**src/rtl/mux_pipe_reg.sv**
```systemverilog
// Registered N-way selector with a valid/ready handshake and a 2-entry skid buffer.
// Optional MUX_PIPE_SEL_CHECK_EN: out-of-range selects capture zero and set sticky sel_err_o.
module mux_pipe_reg #(
    parameter int WIDTH  = 32,
    parameter int NUM_IN = 4,
    parameter int SEL_W  = 2
) (
    input  logic                    clk_i,
    input  logic                    rst_i,
    input  logic                    flush_i,
    input  logic [NUM_IN*WIDTH-1:0] data_i,
    input  logic [SEL_W-1:0]        select_i,
    input  logic                    valid_i,
    output logic                    ready_o,
    output logic [WIDTH-1:0]        data_o,
    output logic [SEL_W-1:0]        sel_o,
    output logic                    valid_o,
    input  logic                    ready_i,
`ifdef MUX_PIPE_SEL_CHECK_EN
    output logic                    sel_err_o,
`endif
    output logic [1:0]              occupancy_o
);

    localparam logic [1:0] ST_EMPTY = 2'd0;
    localparam logic [1:0] ST_ONE   = 2'd1;
    localparam logic [1:0] ST_TWO   = 2'd2;

    logic [1:0]       state_q, state_d;
    logic [WIDTH-1:0] main_data_q, main_data_d;
    logic [SEL_W-1:0] main_sel_q, main_sel_d;
    logic [WIDTH-1:0] skid_data_q, skid_data_d;
    logic [SEL_W-1:0] skid_sel_q, skid_sel_d;
    logic [WIDTH-1:0] new_data;
    logic             accept;
    logic             pop;

    assign valid_o     = (state_q != ST_EMPTY);
    assign ready_o     = (state_q != ST_TWO);
    assign occupancy_o = (state_q == ST_TWO) ? 2'd2 :
                         (state_q == ST_ONE) ? 2'd1 : 2'd0;
    assign data_o      = main_data_q;
    assign sel_o       = main_sel_q;

    assign accept = valid_i && ready_o;
    assign pop    = valid_o && ready_i;

    // Out-of-range selects fall through to the default below.
    always_comb begin
`ifdef MUX_PIPE_SEL_CHECK_EN
        new_data = '0;
`else
        new_data = data_i[WIDTH-1:0];
`endif
        for (int unsigned k = 0; k < NUM_IN; k++) begin
            if (select_i == SEL_W'(k)) begin
                new_data = data_i[k*WIDTH +: WIDTH];
            end
        end
    end

    always_comb begin
        state_d     = state_q;
        main_data_d = main_data_q;
        main_sel_d  = main_sel_q;
        skid_data_d = skid_data_q;
        skid_sel_d  = skid_sel_q;
        if (flush_i) begin
            state_d = ST_EMPTY;
        end else begin
            case (state_q)
                ST_EMPTY: begin
                    if (accept) begin
                        main_data_d = new_data;
                        main_sel_d  = select_i;
                        state_d     = ST_ONE;
                    end
                end
                ST_ONE: begin
                    if (accept && pop) begin
                        main_data_d = new_data;
                        main_sel_d  = select_i;
                    end else if (accept) begin
                        skid_data_d = new_data;
                        skid_sel_d  = select_i;
                        state_d     = ST_TWO;
                    end else if (pop) begin
                        state_d = ST_EMPTY;
                    end
                end
                ST_TWO: begin
                    if (pop) begin
                        main_data_d = skid_data_q;
                        main_sel_d  = skid_sel_q;
                        state_d     = ST_ONE;
                    end
                end
                default: state_d = ST_EMPTY;
            endcase
        end
    end

    always_ff @(posedge clk_i) begin
        if (rst_i) begin
            state_q     <= ST_EMPTY;
            main_data_q <= '0;
            main_sel_q  <= '0;
            skid_data_q <= '0;
            skid_sel_q  <= '0;
        end else begin
            state_q     <= state_d;
            main_data_q <= main_data_d;
            main_sel_q  <= main_sel_d;
            skid_data_q <= skid_data_d;
            skid_sel_q  <= skid_sel_d;
        end
    end

`ifdef MUX_PIPE_SEL_CHECK_EN
    logic sel_err_q, sel_err_d;
    logic sel_oob;

    assign sel_oob   = (32'(select_i) >= 32'(NUM_IN));
    // A flushed accept is discarded, so it must not flag an error either.
    assign sel_err_d = sel_err_q | (accept && !flush_i && sel_oob);
    assign sel_err_o = sel_err_q;

    always_ff @(posedge clk_i) begin
        if (rst_i) begin
            sel_err_q <= 1'b0;
        end else begin
            sel_err_q <= sel_err_d;
        end
    end
`endif

endmodule
```
**config.mk**
```make
export PLATFORM = sky130hd
export DESIGN_NAME = mux_pipe_reg
export DESIGN_NICKNAME = d
export VERILOG_FILES = /design/src/rtl/mux_pipe_reg.sv
export SDC_FILE = /design/constraint.sdc
export NUM_CORES = 1
export LEC_CHECK = 0
export BUFFER_PORTS_ARGS = -buffer_cell sky130_fd_sc_hd__buf_4
export CORE_MARGIN = 2
export CORE_UTILIZATION = 25
export CTS_BUF_LIST = sky130_fd_sc_hd__clkbuf_2
export CTS_CLUSTER_SIZE = 40
export DETAILED_ROUTE_END_ITERATION = 8
export SLEW_MARGIN = 40
export SYNTH_ARGS = -nofsm -noshare
export SYNTH_HDL_FRONTEND = slang
export SYNTH_SLANG_ARGS = --single-unit
```
**constraint.sdc**
```tcl
create_clock -name clk_i -period 1.5 [get_ports clk_i]
set_input_delay 0.075 -clock clk_i [delete_from_list [all_inputs] [get_ports clk_i]]
set_output_delay 0.075 -clock clk_i [all_outputs]
set_load 0.02 [all_outputs]
```
==> metrics <==
period utilization 1.025; CP required 1.97 ns; simple-gate share of the synthesized area 0.1660; Worst-Skew Late Latency 0.57 ns; Layout Nets 931; main combinational cell family by area after synthesis compound AO/OA/AOI/OAI gates; Yosys reg bits 70; most common cell after layout, fill and taps aside buf_4; H-tree levels 3; total number of vias 4936; sum of net half-perimeters after detailed placement 10050 um; Port Buf Inserts 172; core area 17180 um^2; critical-path maximum fanout 5; Yosys top cell area share 0.3205; wire per inst 16.75 um; Root Buffer clkbuf_2; Slew Limit Fails 0; DIE AREA 18560 um^2; Avg Cell Area, Syn 9.070 um^2; TritonCTS clock tree yes; number of DRC markers in iteration 0 169; skew final 0.02087 ns; fin crit period 1.537 ns; worst slew pin tran 0.5156 ns; Fillers 1602; most frequent cells in the layout buf_4, dlygate4sd3_1, mux2i_1, dfxtp_1, a21oi_1; PD cells 612.6 nW/um^2; flop2flop setup slack -0.04 ns; Synth async-reset ratio 0; multi-input logic area 2973 um^2; DRC 0; Placed Area 6028 um^2; GRT overflow 0; leakage power 0.003526 uW; Gate Count Post-Synth 482; area leader, netlist dfxtp_1; Num CTS Buffers 9; Post-Route Utilization 0.4800; Synth cell types 39; first-pass GRT wire length 25750 um; maximum number of pins on one net before global-route repair 44; All-Layer GR Usage 0.1766; Worst Path Arrival 2.01 ns; share of post-route cells with drive strength above 1 0.4157; Max-Cap Viols 0; area share of fa/ha/maj cells after synthesis 0; Post-Syn Area 4372 um^2; HP Class in2reg; status complete, but fails checks; antenna cells 0; relative slew slack 0.6555; final setup margin -0.03730 ns; Die Y-Extent 136.2 um; io pins 173; post-route cell area 8244 um^2; # rows 48; Pwr Total 5051 uW; final wirelength 17180 um; XOR/XNOR share of the synthesized area 0; RD Place Congestion 0.7706; failing checks negative setup slack; critical path class reg2reg; Synth area leaders dfxtp_1, mux2i_1, nor3_1; EDFF count, synth 0; crit path capture type flip-flop; f_max 650.5 MHz; area grow syn2layout 88.58%; Initial DRT Pass Iterations 4; vias in the first global route 5039; ys flop type dfxtp_1; initial antenna violation count 0; final setup fails 6; final hold violation count 0; Synthesized Nets 617; register area 1409 um^2; Yosys warnings 0; post-synthesis mux area share 0.2038; Synth Area in Compound Gates 0.2121; total clock sinks 70; worst vdd ir 0.0003347 V; via/cell ratio 4.811; RSZ-0062 raised after global routing yes; clk buf depth 2; sequential share of the synthesized area 0.3205; Chip Width 136.2 um; Starting Density 0.2545; antenna-violating nets left 0; Setup crit start kind flip-flop; Reg clk slew, reported paths 0.20 ns
## final timing paths
kind	from	end	cells past startpoint
worst min-delay path	data_i[108]	data_o[12]	5
worst max register to register	state_q[1]	sel_o[1]	6
worst min register to register	sel_o[1]	sel_o[1]	2
worst max-delay path	state_q[1]	sel_o[1]	6
## flip-flops by register name, summed over array words and instances, names as in the netlist
signal	cells
data_o	32
sel_o	2
skid_data_q	32
skid_sel_q	2
state_q	2
## worst max-delay path, stage by stage (launching register included)
cell	delay, ns
dfxtp_4	0.40
and2b_4	0.28
a21oi_4	0.10
buf_4	0.14
a2111oi_2	0.34
buf_4	0.16
a211oi_1	0.04
## synth_stat cells (10+ instances only)
cell type and instances:
nor3_1 57, buf_2 14, clkbuf_1 12, a21oi_1 44, nor4b_1 18, mux2i_1 80, a22o_1 23, nand2_1 14
a211oi_1 17, inv_1 34, dfxtp_1 70, o21ai_0 10
## cell families (layout without fill, tap and decap cells)
family                 after synthesis  after routing
multiplexers                        88             88
buffers and inverters               82            400
AO/OA/AOI/OAI                      126            126
AND/OR/NAND/NOR                    116            117
flip-flops                          70             70
## metrics by stage
step                TNS (ns)  worst slack, ns  std cells  hold slack (ns)
floorplan                  0         0.002511        482           0.1535
detailed placement    -3.327          -0.1065        863           0.2909
global route          -1.455          -0.1077       1026         0.009662
global placement      -1.959         -0.08956        863           0.2898
CTS                  -0.3177         -0.08026       1016         0.003594
finish               -0.1051         -0.03730       1026          0.04968
## power by group
group	total, uW	leakage [uW]	switching, uW	internal [uW]
clock	1300	0.0000819	743	555
sequential	1980	0.000572	45.5	1940
combinational	1770	0.00287	770	1000
total	5050	0.00353	1560	3490
## metal layers
metal / wire length (um) / vias to the layer above / GRT usage
li1: - / 2431 / -
met1: 7177 / 2340 / 0.2106
met2: 8758 / 141 / 0.3146
met3: 951 / 24 / 0.04064
met4: 295 / 0 / 0.05150
met5: 0 / - / 0
## layout make-up
class | count | area share
repair buffers | 348 | 0.4008
well taps | 225 | 0.03415
multi-input cells | 331 | 0.3606
clock inverters | 6 | 0.01047
clock buffers | 10 | 0.006071
inverters | 36 | 0.01700
flip-flops and latches | 70 | 0.1709
## repair_timing
item,4_1_cts,5_1_grt
setup buffers,4,3
endpoints found under the hold margin,60,15
pin swaps,7,19
gates cloned,3,7
hold buffers,130,8
endpoints found under the setup margin,59,37
resized for setup,29,74
Note: power is estimated with default switching activity, not from simulation.
